$ cat src/rtl/usb_rx_ctrl_pkg.sv
// usb_rx_ctrl_pkg -- shared types and constants for the low-speed USB receive sequencer.
//   d_port_t     : line symbol {D+, D-} as delivered by the cdr block
//   rx_state_t   : receive sequencer states
//   SYNC_PATTERN : the 7 symbols expected after the first K of SYNC (index 0 in bits [1:0])
//   crc16_next   : one serial step of the USB CRC16 (left-shifting form)
package usb_rx_ctrl_pkg;

  typedef enum logic [1:0] {
    SE0 = 2'b00,
    J   = 2'b01,
    K   = 2'b10,
    SE1 = 2'b11
  } d_port_t;

  typedef enum logic [2:0] {
    IDLE  = 3'd0,
    SYNC  = 3'd1,
    DATA  = 3'd2,
    EOP   = 3'd3,
    ERROR = 3'd4
  } rx_state_t;

  // Received in order J,K,J,K,J,K,K; the first entry sits in the low bits.
  localparam logic [13:0] SYNC_PATTERN   = {K, K, J, K, J, K, J};
  localparam logic [15:0] CRC16_POLY     = 16'h8005;
  localparam logic [15:0] CRC16_RESIDUAL = 16'h800D;

  function automatic d_port_t sync_symbol(input logic [2:0] idx);
    return d_port_t'(SYNC_PATTERN[{idx, 1'b0} +: 2]);
  endfunction

  function automatic logic [15:0] crc16_next(input logic [15:0] crc, input logic din);
    logic fb;
    fb = din ^ crc[15];
    return {crc[14:0], 1'b0} ^ (fb ? CRC16_POLY : 16'h0000);
  endfunction

endpackage

$ cat src/rtl/usb_rx_ctrl_if.sv
// usb_rx_ctrl_if -- bundle between cdr/packet decoder and the receive sequencer.
//   rx_enable, q, strobe               : inputs to the sequencer
//   rx_data, rx_valid, rx_active,
//   rx_eop, rx_error (+ crc16_ok)      : byte stream and framing from the sequencer
// Modport master is the sequencer side, slave the consumer/stimulus side.
// crc16_ok exists only when USB_RX_CRC16_EN is defined.
interface usb_rx_ctrl_if;
  import usb_rx_ctrl_pkg::*;

  logic       rx_enable;
  d_port_t    q;
  logic       strobe;
  logic [7:0] rx_data;
  logic       rx_valid;
  logic       rx_active;
  logic       rx_eop;
  logic       rx_error;
`ifdef USB_RX_CRC16_EN
  logic       crc16_ok;
`endif

  modport master (
    input  rx_enable, q, strobe,
`ifdef USB_RX_CRC16_EN
    output crc16_ok,
`endif
    output rx_data, rx_valid, rx_active, rx_eop, rx_error
  );

  modport slave (
    output rx_enable, q, strobe,
`ifdef USB_RX_CRC16_EN
    input  crc16_ok,
`endif
    input  rx_data, rx_valid, rx_active, rx_eop, rx_error
  );

endinterface

$ cat src/rtl/usb_rx_ctrl_crc16.sv
// usb_crc16 -- serial 1-bit CRC16 register (init 16'hFFFF) with clear and enable.
//   clk, reset_n : clock, asynchronous active-low reset
//   clr          : re-initialise to 16'hFFFF (wins over en)
//   en, din      : shift one data bit into the CRC
//   crc          : current register value
module usb_crc16
  import usb_rx_ctrl_pkg::*;
(
  input  logic        clk,
  input  logic        reset_n,
  input  logic        clr,
  input  logic        en,
  input  logic        din,
  output logic [15:0] crc
);

  // CRC shift register
  always_ff @(posedge clk or negedge reset_n) begin
    if (!reset_n) begin
      crc <= 16'hFFFF;
    end else if (clr) begin
      crc <= 16'hFFFF;
    end else if (en) begin
      crc <= crc16_next(crc, din);
    end else begin
      crc <= crc;
    end
  end

endmodule

$ cat src/rtl/usb_rx_ctrl.sv
// usb_rx_ctrl -- low-speed USB receive sequencer: SYNC detect, NRZI decode,
// bit unstuffing, LSB-first byte assembly and EOP detection.
//   clk, reset_n : 24 MHz clock, asynchronous active-low reset
//   bus (master) : rx_enable/q/strobe in; rx_data/rx_valid/rx_active/rx_eop/rx_error out
// Optional macro USB_RX_CRC16_EN adds bus.crc16_ok, checked at good EOP over all
// decoded bits following the PID byte.
module usb_rx_ctrl
  import usb_rx_ctrl_pkg::*;
#(
  parameter int MAX_BYTES   = 11,
  parameter int EOP_SE0_MAX = 3
)
(
  input  logic          clk,
  input  logic          reset_n,
  usb_rx_ctrl_if.master bus
);

  localparam int          BYTE_W    = $clog2(MAX_BYTES + 1);
  localparam logic [1:0]  SE0_LIMIT = EOP_SE0_MAX[1:0];

  rx_state_t         state_r, state_s;
  d_port_t           prev_r, prev_s;
  logic [2:0]        ones_cnt_r, ones_cnt_s;
  logic [2:0]        bit_cnt_r, bit_cnt_s;
  logic [2:0]        sync_cnt_r, sync_cnt_s;
  logic [1:0]        se0_cnt_r, se0_cnt_s;
  logic [BYTE_W-1:0] byte_cnt_r, byte_cnt_s;
  logic [7:0]        shreg_r, shreg_s;
  logic              err_j_r, err_j_s;
  logic [7:0]        rx_data_r, rx_data_s;
  logic              rx_valid_r, rx_valid_s;
  logic              rx_active_r, rx_active_s;
  logic              rx_eop_r, rx_eop_s;
  logic              rx_error_r, rx_error_s;
  logic              dbit_s;

  // State, counters and registered outputs
  always_ff @(posedge clk or negedge reset_n) begin
    if (!reset_n) begin
      state_r     <= IDLE;
      prev_r      <= J;
      ones_cnt_r  <= 3'd0;
      bit_cnt_r   <= 3'd0;
      sync_cnt_r  <= 3'd0;
      se0_cnt_r   <= 2'd0;
      byte_cnt_r  <= '0;
      shreg_r     <= 8'h00;
      err_j_r     <= 1'b0;
      rx_data_r   <= 8'h00;
      rx_valid_r  <= 1'b0;
      rx_active_r <= 1'b0;
      rx_eop_r    <= 1'b0;
      rx_error_r  <= 1'b0;
    end else begin
      state_r     <= state_s;
      prev_r      <= prev_s;
      ones_cnt_r  <= ones_cnt_s;
      bit_cnt_r   <= bit_cnt_s;
      sync_cnt_r  <= sync_cnt_s;
      se0_cnt_r   <= se0_cnt_s;
      byte_cnt_r  <= byte_cnt_s;
      shreg_r     <= shreg_s;
      err_j_r     <= err_j_s;
      rx_data_r   <= rx_data_s;
      rx_valid_r  <= rx_valid_s;
      rx_active_r <= rx_active_s;
      rx_eop_r    <= rx_eop_s;
      rx_error_r  <= rx_error_s;
    end
  end

  // Next-state and next-output decode; nothing advances without a strobe
  always_comb begin
    state_s     = state_r;
    prev_s      = prev_r;
    ones_cnt_s  = ones_cnt_r;
    bit_cnt_s   = bit_cnt_r;
    sync_cnt_s  = sync_cnt_r;
    se0_cnt_s   = se0_cnt_r;
    byte_cnt_s  = byte_cnt_r;
    shreg_s     = shreg_r;
    err_j_s     = err_j_r;
    rx_data_s   = rx_data_r;
    rx_valid_s  = 1'b0;
    rx_active_s = rx_active_r;
    rx_eop_s    = 1'b0;
    rx_error_s  = 1'b0;
    // NRZI: no transition decodes as 1
    dbit_s      = (bus.q == prev_r);

    if (!bus.rx_enable) begin
      // Abort beats a coincident strobe: silent return to IDLE
      state_s     = IDLE;
      rx_active_s = 1'b0;
    end else if (bus.strobe) begin
      case (state_r)
        IDLE: begin
          if (bus.q == K) begin
            state_s    = SYNC;
            sync_cnt_s = 3'd1;
          end else begin
            state_s    = IDLE;
          end
        end
        SYNC: begin
          if (bus.q == sync_symbol(sync_cnt_r - 3'd1)) begin
            if (sync_cnt_r == 3'd7) begin
              // Trailing KK of SYNC is a decoded 1, so stuffing starts at one
              state_s     = DATA;
              rx_active_s = 1'b1;
              prev_s      = K;
              ones_cnt_s  = 3'd1;
              bit_cnt_s   = 3'd0;
              byte_cnt_s  = '0;
            end else begin
              sync_cnt_s  = sync_cnt_r + 3'd1;
            end
          end else begin
            state_s = IDLE;
          end
        end
        DATA: begin
          case (bus.q)
            SE0: begin
              state_s   = EOP;
              se0_cnt_s = 2'd1;
            end
            SE1: begin
              state_s = ERROR;
            end
            default: begin
              prev_s = bus.q;
              if (ones_cnt_r == 3'd6) begin
                if (dbit_s) begin
                  state_s    = ERROR;
                end else begin
                  ones_cnt_s = 3'd0;
                end
              end else begin
                shreg_s    = {dbit_s, shreg_r[7:1]};
                ones_cnt_s = dbit_s ? (ones_cnt_r + 3'd1) : 3'd0;
                bit_cnt_s  = bit_cnt_r + 3'd1;
                if (bit_cnt_r == 3'd7) begin
                  if (byte_cnt_r == BYTE_W'(MAX_BYTES)) begin
                    // Babble: the overflowing byte is never presented
                    state_s    = ERROR;
                  end else begin
                    rx_data_s  = shreg_s;
                    rx_valid_s = 1'b1;
                    byte_cnt_s = byte_cnt_r + BYTE_W'(1);
                  end
                end else begin
                  rx_valid_s = 1'b0;
                end
              end
            end
          endcase
        end
        EOP: begin
          case (bus.q)
            SE0: begin
              if (se0_cnt_r >= SE0_LIMIT) begin
                state_s   = ERROR;
              end else begin
                se0_cnt_s = (se0_cnt_r == 2'd3) ? se0_cnt_r : (se0_cnt_r + 2'd1);
              end
            end
            J: begin
              if ((bit_cnt_r == 3'd0) && (byte_cnt_r != '0)) begin
                state_s     = IDLE;
                rx_eop_s    = 1'b1;
                rx_active_s = 1'b0;
              end else begin
                state_s     = ERROR;
              end
            end
            default: begin
              state_s = ERROR;
            end
          endcase
        end
        ERROR: begin
          // Leave only after two J strobes in a row
          if (bus.q == J) begin
            if (err_j_r) begin
              state_s = IDLE;
              err_j_s = 1'b0;
            end else begin
              err_j_s = 1'b1;
            end
          end else begin
            err_j_s = 1'b0;
          end
        end
        default: begin
          state_s = IDLE;
        end
      endcase

      // Common ERROR entry: single error pulse, packet dropped
      if ((state_r != ERROR) && (state_s == ERROR)) begin
        rx_error_s  = 1'b1;
        rx_active_s = 1'b0;
        err_j_s     = 1'b0;
      end else begin
        rx_error_s  = 1'b0;
      end
    end else begin
      state_s = state_r;
    end
  end

  assign bus.rx_data   = rx_data_r;
  assign bus.rx_valid  = rx_valid_r;
  assign bus.rx_active = rx_active_r;
  assign bus.rx_eop    = rx_eop_r;
  assign bus.rx_error  = rx_error_r;

`ifdef USB_RX_CRC16_EN
  logic [15:0] crc_val;
  logic        crc_clr;
  logic        crc_en;
  logic        crc16_ok_r;

  // Restart on DATA entry; accumulate only real data bits after the PID byte
  assign crc_clr = bus.rx_enable && bus.strobe && (state_r == SYNC) && (state_s == DATA);
  assign crc_en  = bus.rx_enable && bus.strobe && (state_r == DATA) &&
                   ((bus.q == J) || (bus.q == K)) && (ones_cnt_r != 3'd6) &&
                   (byte_cnt_r != '0);

  usb_crc16 u_crc16 (
    .clk     (clk),
    .reset_n (reset_n),
    .clr     (crc_clr),
    .en      (crc_en),
    .din     (dbit_s),
    .crc     (crc_val)
  );

  // CRC verdict, valid only alongside the rx_eop pulse
  always_ff @(posedge clk or negedge reset_n) begin
    if (!reset_n) begin
      crc16_ok_r <= 1'b0;
    end else begin
      crc16_ok_r <= rx_eop_s && (crc_val == CRC16_RESIDUAL);
    end
  end

  assign bus.crc16_ok = crc16_ok_r;
`endif

endmodule

$ cat src/flat_wrapper.sv
// flat-port wrapper written by rule: the top's interface ports become plain ports
module usb_rx_ctrl_flat import usb_rx_ctrl_pkg::*;
#(
  parameter int MAX_BYTES   = 11,
  parameter int EOP_SE0_MAX = 3
)
  (clk, reset_n, bus_rx_enable, bus_q, bus_strobe, bus_rx_data, bus_rx_valid, bus_rx_active, bus_rx_eop, bus_rx_error);
  usb_rx_ctrl_if bus_i ();
  input  logic clk;
  input  logic reset_n;
  input wire logic [$bits(bus_i.rx_enable)-1:0] bus_rx_enable;
  input wire logic [$bits(bus_i.q)-1:0] bus_q;
  input wire logic [$bits(bus_i.strobe)-1:0] bus_strobe;
  output wire logic [$bits(bus_i.rx_data)-1:0] bus_rx_data;
  output wire logic [$bits(bus_i.rx_valid)-1:0] bus_rx_valid;
  output wire logic [$bits(bus_i.rx_active)-1:0] bus_rx_active;
  output wire logic [$bits(bus_i.rx_eop)-1:0] bus_rx_eop;
  output wire logic [$bits(bus_i.rx_error)-1:0] bus_rx_error;
  assign bus_i.rx_enable = bus_rx_enable;
  assign bus_i.q = bus_q;
  assign bus_i.strobe = bus_strobe;
  assign bus_rx_data = bus_i.rx_data;
  assign bus_rx_valid = bus_i.rx_valid;
  assign bus_rx_active = bus_i.rx_active;
  assign bus_rx_eop = bus_i.rx_eop;
  assign bus_rx_error = bus_i.rx_error;
  usb_rx_ctrl #(.MAX_BYTES(MAX_BYTES), .EOP_SE0_MAX(EOP_SE0_MAX)) u_core (.clk(clk), .reset_n(reset_n), .bus(bus_i));
endmodule
$ cat config.mk
export PLATFORM = sky130hd
export DESIGN_NAME = usb_rx_ctrl_flat
export DESIGN_NICKNAME = d
export VERILOG_FILES = /design/src/rtl/usb_rx_ctrl_pkg.sv /design/src/rtl/usb_rx_ctrl_if.sv /design/src/rtl/usb_rx_ctrl_crc16.sv /design/src/rtl/usb_rx_ctrl.sv /design/src/flat_wrapper.sv
export SDC_FILE = /design/constraint.sdc
export NUM_CORES = 1
export LEC_CHECK = 0
export CORE_MARGIN = 2
export CORE_UTILIZATION = 58
export CTS_CLUSTER_SIZE = 16
export DETAILED_ROUTE_END_ITERATION = 8
export PLACE_DENSITY = 0.79
export SLEW_MARGIN = 0
export SYNTH_ARGS = -nofsm -noshare
export SYNTH_HDL_FRONTEND = slang
export SYNTH_SLANG_ARGS = --single-unit
$ cat constraint.sdc
create_clock -name clk -period 2.41 [get_ports clk]
set_input_delay 0.482 -clock clk [delete_from_list [all_inputs] [get_ports clk]]
set_output_delay 0.482 -clock clk [all_outputs]
set_load 0.05 [all_outputs]
After elaboration in Yosys (flattened, before gate mapping)
Index checks and enable logic that the tools add are counted. Widths: inputs -> output; s select.

Add/sub/neg operators: 6. $lt $le $gt $ge: 1. Equality and inequality tests: 35. Shift-type cells: 1. Multiplexer cells: 77. Bitwise gates (word level): 3. Reduce and logical (&&, ||, !) cells: 21.

Operator list (number): $mux 3 (27); $pmux 3 s2 (5); $reduce_and 7->1 (4); $mux 1 (27); $mux 4 (6); $reduce_and 6->1 (3); $ne 4x2->1 const B (4); $eq 3x3->1 const B (5); $pmux 3 s5 (1); $mux 2 (7); $ne 2x2->1 const B (7); $shiftx 14x5->2 const A (1); $ne 2x1->1 const B (6); $add 3x1->3 const B (3); $reduce_and 9->1 (1); $pmux 2 s2 (2); $pmux 4 s2 (1); $reduce_bool 2->1 (4); $eq 2x2->1 const B (3); $eq 3x2->1 const B (2); $logic_not 3->1 (2); $ne 3x3->1 const B (2); $reduce_and 5->1 (1); $add 4x1->4 const B (1); other kinds (15) (19).

Flip-flop bits (word level): 41. Input bits: 6. Output and inout port bits: 12.

Logic depth before layout (Yosys ltp)
Gate-level depths: netlist of run 1.

Depth in word-level cells: 13. Mapped depth: 8. Gate-level depth less buffers: 7.

Worst setup path before layout of run 1
Ideal clock, no wire load.

Path type: input port to flip-flop. From: in bus_q[0]. To: reg u_core.rx_data_r[1] (netlist: u_core.bus.rx_data[1]). Library setup time: 0.127 ns. Arrival time: 1.923 ns. Data required time: 2.283 ns. Path slack: 0.359 ns. Stages: 7. Cells stage by stage: inv_1 -> ha_1 -> nand2_4 -> nor3_4 -> and3_4 -> buf_6 -> mux2_1.

Word-level cells in the longest chain between the ends: 4. Elaborated cells on any way between the ends: 5. Those cells by class: eq/ne: 1; bitwise: 1; reduce/logical: 3.

RTL lines: start, declared (line flat_wrapper.sv:12) `input wire logic [$bits(bus_i.q)-1:0] bus_q;`; $eq 2x2->1 or $logic_not 2->1 (tied branches) (line usb_rx_ctrl.sv:124) `case (bus.q)`; $reduce_or 2->1 (no line) *; $not 1->1 (no line) *; $reduce_and 7->1 (no line) *; end signal, assigned (line usb_rx_ctrl.sv:65) `rx_data_r <= rx_data_s;`; end, declared (line usb_rx_ctrl.sv:31) `logic [7:0] rx_data_r, rx_data_s;`.

Mark *: on every way between the ends. The rest lies on a longest branch, timed or not. A chain may end at the register's enable or synchronous reset.

Worst setup path in the final report of run 1
From: in bus_q[1]. To: reg u_core.rx_active_r (netlist: u_core.bus.rx_active).

Word-level cells in the longest chain between the ends: 12. Elaborated cells on any way between the ends: 27. Those cells by class: eq/ne: 11; mux: 13; reduce/logical: 3.

RTL lines: parallel branches: the longest is 12 deep, another holds $reduce_and 6->1; end signal, assigned (line usb_rx_ctrl.sv:67) `rx_active_r <= rx_active_s;`; end, declared (line usb_rx_ctrl.sv:33) `logic rx_active_r, rx_active_s;`.

Parallel ways; which one is timed is not known. The select of a mux whose other input is x is not followed.

==> flow_summary.ini, run 1 <==
[run_status]
status = completed

[synth]
avgSynthCellArea_um2 = 9.92
ys_ff_latch = 40
synth_commonest_cells = 39 x dfrtp_1, 30 x nand2_1, 16 x ha_1, 16 x inv_1, 11 x o21ai_0
synth_fp_nets = 259
netlist_top_cells_area = dfrtp_1 42%, ha_1 8.5%, nand2_1 4.8%, mux2_1 2.9%, a22o_1 2.6%
synth-adder-area-share = 0.0852
yosys.area_share.simple = 0.210
ys_types = 58
yosysWarnings = 0
ys.flop_type = dfrtp_1
yosysTopAreaCellShare = 0.415
synth-xor-area-share = 0.0224
synth_top_family_by_area = simple AND/OR/NAND/NOR gates
yosysMostFrequentCell = dfrtp_1
netlist_area_um2 = 2350
synth.mux.area_fraction = 0.0607
async_flop_share = 1.00
synthCells = 237
synth_top_cell_by_area = dfrtp_1
synth_edf_count = 0
ys_seq_area_frac = 0.426
synth_compound_area_frac = 0.153

[routing]
wl_um = 5080
initialDrtViolationCount = 213
wl_per_cell_um = 15.5
drc = 0
firstDrtPassIters = 6
vias = 1917
antenna_left = 0
avgViaCountPerCell = 5.86

[power_and_ir_drop]
ir_drop_mv = 0.464
powerDensity_nw_per_um2 = 650
power.total_mw = 1.85
leakage_nw = 1.31

[timing]
relSlewSlack = 0.665
post-route-min-period_ns = 2.22
fin_skew_ns = 0.0112
worst-slew-pin-transition_ns = 0.501
grt_setup_unrepaired = no
drv_slew = 0
timing.hold.ws_ns = 0.0329
tns_ns = 0
max_freq_mhz = 451
hold_viol = 0
fin_crit_sh = 0.921
setup_viol = 0

[setup_path]
required_ns = 2.61
path_class = in -> reg
crit_path_max_fanout = 5
start_kind = primary input
crit_slowest_cell = clkdlybuf4s50_1
arrival_ns = 2.42
max_stage_delay_ns = 0.52
cp_cell_sequence = clkdlybuf4s50_1, inv_1, ha_1, buf_4, o31ai_1, o21ai_1, a211oi_2, a311oi_1
cp-end-kind = register

[finish]
drive_above_1_share = 0.170
nets = 298
final_util = 0.720
syn_to_final_growth_pct = 20.8
antenna_cells = 0
fin_cells = 327

[clocking]
cts_tree = done
htreeDepth = 2
cts-root-buf = clkbuf_8
insertion_delay_ns = 0.30
post_cts_buffers = 0
clk_pin_slew_ns = 0.09
cts.sinks = 40
cts_buffers = 5
clock_path_buffers = 2

[die]
ios = 18
start_util = 0.596
dieArea_um2 = 4580
coreArea_um2 = 3940
die_w_um = 67.7
die_h_um = 67.7
row_count = 23

[grt]
antenna_found_initial = 0
grt_usage = 0.258
grt_overflow = 0
grt_pass1_wl_um = 8790
grt_max_degree = 20
first_global_vias = 1883

[place]
port_buffers = 17
gp_congestion = 0.851
dp_hpwl_um = 3810
dp.cells = 319

[job]
cap_violations = 0

[worst_hold_path]
min_path_type = in -> async
[cell usage in the layout, fill, tap and decap left out, types with 4 or more instances in the layout]
cell type        Yosys  routed
clkbuf_8             0       5
inv_1               16      16
xnor2_1              5       5
nor2b_1              6       6
nand2_1             30      30
buf_4                0      23
mux2_1               6       6
nand3_1              6       6
nor2_1               9       9
clkdlybuf4s50_1      0      16
o21ai_0             11      11
nor3_1               5       5
a22o_1               7       7
and2_1               4       4
a21oi_1              6       6
o31ai_1              4       4
mux2_2               4       4
dfrtp_1             39      39
nor4_1               5       5
ha_1                16      16
[through the flow]
step / area, µm² / setup WS, ns
floorplan: 2350 / 0.359
global placement: 2710 / -0.0576
detailed placement: 2710 / -0.125
CTS: 2830 / 0.184
global route: 2840 / 0.0207
finish: 2840 / 0.191
[layout make-up]
cell class	instances	area, µm²
flip-flops and latches	40	1000
clock inverters	3	46.3
multi-input cells	173	1260
inverters	16	60.1
clock buffers	5	68.8
fillers	312	1100
repair buffers	40	338
well taps	50	62.6
[path summary, 6_finish.rpt]
kind,slack (ns),from,cells after the start,to
hold reg to reg,0.48,u_core.shreg_r[1],2,u_core.shreg_r[1]
setup reg to reg,0.28,u_core.sync_cnt_r[0],7,u_core.prev_r[1]
min in group clk,0.48,u_core.shreg_r[1],2,u_core.shreg_r[1]
max in group asynchronous,1.85,reset_n,2,u_core.byte_cnt_r[0]
setup / recovery,0.19,bus_q[1],8,u_core.bus.rx_active
hold / removal,0.03,reset_n,1,u_core.bit_cnt_r[0]
[where the power goes]
group | switching [mW] | internal, mW | total [mW]
Combinational | 0.234 | 0.217 | 0.451
Clock | 0.258 | 0.312 | 0.571
Sequential | 0.0814 | 0.742 | 0.824
[critical path, delay by kind of cell]
family          cells  cell delay, ns
buf+inv             3            0.77
compound gates      4            0.74
fa+ha+maj           1            0.42
[sequential cells by signal (all words and copies together), names as in the netlist]
signal and count:
u_core.byte_cnt_r 4, u_core.bit_cnt_r 3, u_core.bus.rx_error 1, u_core.prev_r 2, u_core.state_r 3, u_core.bus.rx_eop 1
u_core.bus.rx_valid 1, u_core.ones_cnt_r 3, u_core.sync_cnt_r 3, u_core.se0_cnt_r 2, u_core.bus.rx_active 1, u_core.err_j_r 1
u_core.bus.rx_data 8, u_core.shreg_r 7
[per-layer routing]
| layer | track usage | routed length (µm) | vias to the layer above |
|---|---|---|---|
| li1 | - | - | 929 |
| met1 | 0.345 | 2380 | 924 |
| met2 | 0.415 | 2400 | 60 |
| met3 | 0.0550 | 261 | 4 |
| met4 | 0.0842 | 46 | 0 |
| met5 | 0 | 0 | - |
[cells by family after synthesis]
| logic type | after synthesis |
|---|---|
| DFF | 40 |
| and+or+nand+nor | 88 |
| muxes | 13 |
| adders and majority gates | 16 |
| buffers and inverters | 24 |
| xor gates and xnor gates | 6 |
| AOI/OAI and AO/OA | 50 |
[what timing repair did]
action | 4_1_cts | 5_1_grt
hold buffers | 0 | 0
setup endpoints to repair | 0 | 2
resized for setup | 0 | 2
hold endpoints to repair | 0 | 0
Note: power is estimated with default switching activity, not from simulation.
==> inputs of run 2 (changes only) <==
Settings changed: CORE_ASPECT_RATIO set to 0.9, MAX_ROUTING_LAYER set to met4.
==> run 2 against run 1 <==
Global-route usage fell by 1.3 points. Sequential share of layout area rose by 0.75 points. Clock skew fell by 0.0063 ns. First-iteration DRC count fell by 35%. Cell area fell by 2.1%. Clock-buffer cell count did not move. Largest power group unchanged. Clock power fell by 5.1%. Non-clock buffer count fell by 5. Die area barely moved. Largest cell class unchanged.
==> flow_summary.ini, run 2 (synthesis results as in run 1) <==
[run_status]
status = completed

[timing]
drv_slew = 0
relSlewSlack = 0.428
hold_viol = 0
worst-slew-pin-transition_ns = 0.858
layout_setup_ws_ns = 0.236
fin_crit_sh = 0.902
post-route-min-period_ns = 2.17
fin_skew_ns = 0.00488
max_freq_mhz = 460
grt_setup_unrepaired = no
setup_viol = 0

[die]
coreArea_um2 = 3810
dieArea_um2 = 4580
die_w_um = 71.1
ios = 18
start_util = 0.617
row_count = 21
die_h_um = 64.4

[setup_path]
max_stage_delay_ns = 0.47
crit_slowest_cell = clkdlybuf4s50_1
cp_top_family = buffers and inverters
cp_cell_sequence = clkdlybuf4s50_1, buf_4, nor3b_1, nor3_1, nor4b_1, o21ai_0, buf_4, a22o_1
start_kind = primary input
crit_path_max_fanout = 6
required_ns = 2.60
cp_common_cell = buf_4
path_class = in -> reg
arrival_ns = 2.36
cp-end-kind = register
crit_buf_inv = 3

[grt]
antenna_found_initial = 0
grt_pass1_wl_um = 8620
grt_overflow = 0
grt_usage = 0.245
first_global_vias = 1793
grt_max_degree = 41

[power_and_ir_drop]
power_frac_comb = 0.231
powerDensity_nw_per_um2 = 639
leakage_nw = 1.28
switching_share = 0.302
power.internal_mw = 1.24
p_clk_frac = 0.305
switchingPower_mw = 0.536
seq_power_share = 0.465
ir_drop_mv = 0.350

[clocking]
cts-root-buf = clkbuf_8
insertion_delay_ns = 0.30
cts_buffers = 5
clk_pin_slew_ns = 0.08
clock_path_buffers = 2
post_cts_buffers = 0
post_cts_resized = 0
cts.sinks = 40
postCtsHoldBufs = 0
htreeDepth = 2
cts_tree = done

[finish]
final_util = 0.730
nets = 293
antenna_cells = 0
seq_area_um2 = 1000
syn_to_final_growth_pct = 18.3
drive_above_1_share = 0.147
fin_cells = 318
largest_reg_flops = 8
layout_commonest_cell = dfrtp_1
multi_input_area_um2 = 1250
nFillCells = 290
final_cell_mix = 39 x dfrtp_1, 30 x nand2_1, 18 x buf_4
final_cell_area_um2 = 2780

[place]
dp.cells = 310
gp_congestion = 0.874
placed_cell_area_um2 = 2670
dp_hpwl_um = 3570
port_buffers = 17
pre_cts_ws_ns = -0.0510

[routing]
drc = 0
initialDrtViolationCount = 138
wl_per_cell_um = 15.2
firstDrtPassIters = 4
vias = 1876
wl_um = 4840
avgViaCountPerCell = 5.90
antenna_left = 0

[job]
cap_violations = 0

[worst_hold_path]
min_path_type = in -> async
[run 2: cell types whose count changed in the layout (fill, tap and decap cells not counted), sizes merged]
cell and change:
buf -5, clkinv +1, inv -1
[run 2: power groups by stage]
stage | combinational [mW] | sequential (mW) | clock (mW)
2_1_floorplan | 0.300 | 0.820 | 0
3_3_place_gp | 0.394 | 0.836 | 0
3_5_place_dp | 0.408 | 0.840 | 0
4_1_cts | 0.412 | 0.826 | 0.548
5_1_grt | 0.467 | 0.842 | 0.576
6_report | 0.410 | 0.826 | 0.542
[run 2: layer usage]
layer,GRT usage,wire length [µm]
met1,0.358,2430
met2,0.353,2120
met3,0.0457,250
met4,0.0660,44
met5,-,0
[run 2: layout make-up]
class,count,area share
Multi-Input combinational cell,173,0.449
Sequential cell,40,0.360
Timing Repair Buffer,35,0.108
Clock buffer,5,0.0247
Inverter,16,0.0216
Tap cell,46,0.0207
Clock inverter,3,0.0153
[run 2: path summary, 6_finish.rpt]
| check | start | endpoint | slack (ns) | cells after the start |
|---|---|---|---|---|
| max reg2reg | u_core.sync_cnt_r[0] | u_core.prev_r[1] | 0.28 | 7 |
| min | reset_n | u_core.sync_cnt_r[2] | 0.29 | 1 |
| min in group clk | u_core.bus.rx_data[6] | u_core.bus.rx_data[6] | 0.49 | 1 |
| min reg2reg | u_core.bus.rx_data[6] | u_core.bus.rx_data[6] | 0.49 | 1 |
| max | bus_q[1] | u_core.sync_cnt_r[2] | 0.24 | 8 |
| max in group asynchronous | reset_n | u_core.ones_cnt_r[1] | 1.58 | 1 |
[run 2: worst register-to-register path: cells and delay by family, from the launching register on]
kind | cells | cell delay, ns
and+or+nand+nor | 2 | 0.49
DFF | 1 | 0.44
adders and majority gates | 2 | 0.40
muxes | 1 | 0.36
AOI/OAI and AO/OA | 2 | 0.33
[run 2: per-stage QoR]
step	TNS (ns)	total power, mW	hold WS, ns
after floorplan	0	1.12	0.186
after global placement	0	1.23	0.455
after detailed placement	-0.191	1.25	0.479
after CTS	0	1.79	0.325
after global routing	0	1.89	0.375
final	0	1.78	0.292
==> inputs of run 3 (changes only) <==
Clock period 2.41 ns to 2.5 ns, I/O delays scaled along.
==> run 3 against run 2 <==
Final cell count is 1.9% lower. Sequential share of layout area is 0.46 points higher. Critical endpoint is now u_core.bus.rx_active. Clock skew is 0.0030 ns higher. Critical path depth is 1 lower. Total power is 1.4% lower. Register-to-register slack better by 0.02 ns. Wire length is 1.2% higher. First-iteration DRC count is 20% higher. Combinational power is 4% lower. Cell area is 1.3% lower. Global-route usage is 0.36 points higher.
==> flow_summary.ini, run 3 (synthesis results as in run 1) <==
[run_status]
status = completed

[die]
row_count = 21
dieArea_um2 = 4580
start_util = 0.617
die_h_um = 64.4
ios = 18
die_w_um = 71.1
coreArea_um2 = 3810

[timing]
fin_crit_sh = 0.890
drv_slew = 0
setup_viol = 0
relSlewSlack = 0.419
hold_viol = 0
post-route-min-period_ns = 2.23
tns_ns = 0
grt_setup_unrepaired = no
layout_setup_ws_ns = 0.274
worst-slew-pin-transition_ns = 0.871
fin_skew_ns = 0.00791
max_freq_mhz = 449

[setup_path]
cp-end-kind = register
required_ns = 2.70
worstRegToRegCells = 7
start_kind = primary input
path_class = in -> reg
crit_path_max_fanout = 6
arrival_ns = 2.42

[clocking]
cts_tree = done
clock_path_buffers = 2
cts.sinks = 40
postCtsHoldBufs = 0
insertion_delay_ns = 0.30
cts_buffers = 5
clk_pin_slew_ns = 0.08
cts-root-buf = clkbuf_8
post_cts_resized = 0
post_cts_buffers = 0
htreeDepth = 2

[power_and_ir_drop]
ir_drop_mv = 0.417
leakage_nw = 1.26
powerDensity_nw_per_um2 = 638

[grt]
first_global_vias = 1766
grt_pass1_wl_um = 8540
grt_usage = 0.249
grt_max_degree = 41
antenna_found_initial = 0
grt_overflow = 0

[place]
pre_cts_ws_ns = 0.00390
gp_congestion = 0.878
port_buffers = 17
dp_hpwl_um = 3480

[worst_hold_path]
min_path_type = in -> async

[routing]
drc = 0
vias = 1848
firstDrtPassIters = 4
wl_um = 4900
avgViaCountPerCell = 5.92
initialDrtViolationCount = 166
wl_per_cell_um = 15.7
antenna_left = 0

[finish]
largest_reg_flops = 8
drive_above_1_share = 0.128
layout_commonest_cell = dfrtp_1
final_cell_mix = 39 x dfrtp_1, 30 x nand2_1, 16 x inv_1, 16 x ha_1, 16 x clkdlybuf4s50_1
antenna_cells = 0
nets = 287
syn_to_final_growth_pct = 16.8

[job]
cap_violations = 0
run 3: area by class of cell:
class	count	area [µm²]
clock buffers	6	82.6
flip-flops and latches	40	1000
inverters	16	60.1
fillers	274	1060
well taps	46	57.6
multi-input cells	173	1250
clock inverters	2	38.8
repair buffers	29	255
run 3: metal layers:
| metal | global-route usage | routed length (µm) | vias to the layer above |
|---|---|---|---|
| met5 | - | 0 | - |
| met4 | 0.0802 | 51 | 0 |
| met3 | 0.0457 | 291 | 6 |
| met2 | 0.373 | 2180 | 65 |
| met1 | 0.346 | 2380 | 870 |
| li1 | - | - | 907 |
run 3: final timing paths:
path	end	from	slack [ns]
worst max-delay path	u_core.bus.rx_active	bus_q[1]	0.27
worst min-delay path	u_core.bus.rx_error	reset_n	0.31
worst max register to register	u_core.prev_r[1]	u_core.sync_cnt_r[0]	0.30
worst min register to register	u_core.bus.rx_data[3]	u_core.bus.rx_data[3]	0.49
max in group asynchronous	u_core.prev_r[1]	reset_n	1.64
min in group clk	u_core.bus.rx_data[3]	u_core.bus.rx_data[3]	0.49
run 3: power breakdown:
part	switching [mW]	internal, mW
clock	0.236	0.326
combinational	0.210	0.182
sequential	0.0821	0.716
total	0.528	1.22
run 3: critical path, stage by stage:
cell and delay, ns:
clkdlybuf4s50_1 0.47, buf_4 0.14, nor3b_1 0.28, nor3_1 0.14, nor4_1 0.42, a211oi_1 0.14
a311oi_1 0.32
run 3: per-stage QoR:
stage	total power, mW	instances	util	cell area [µm²]	hold slack (ns)
final	1.75	312	0.721	2750	0.310
after global routing	1.86	312	0.721	2750	0.386
after CTS	1.76	312	0.721	2750	0.339
after detailed placement	1.20	304	0.689	2630	0.473
after global placement	1.18	304	0.689	2630	0.458
after floorplan	1.08	237	-	2350	0.204
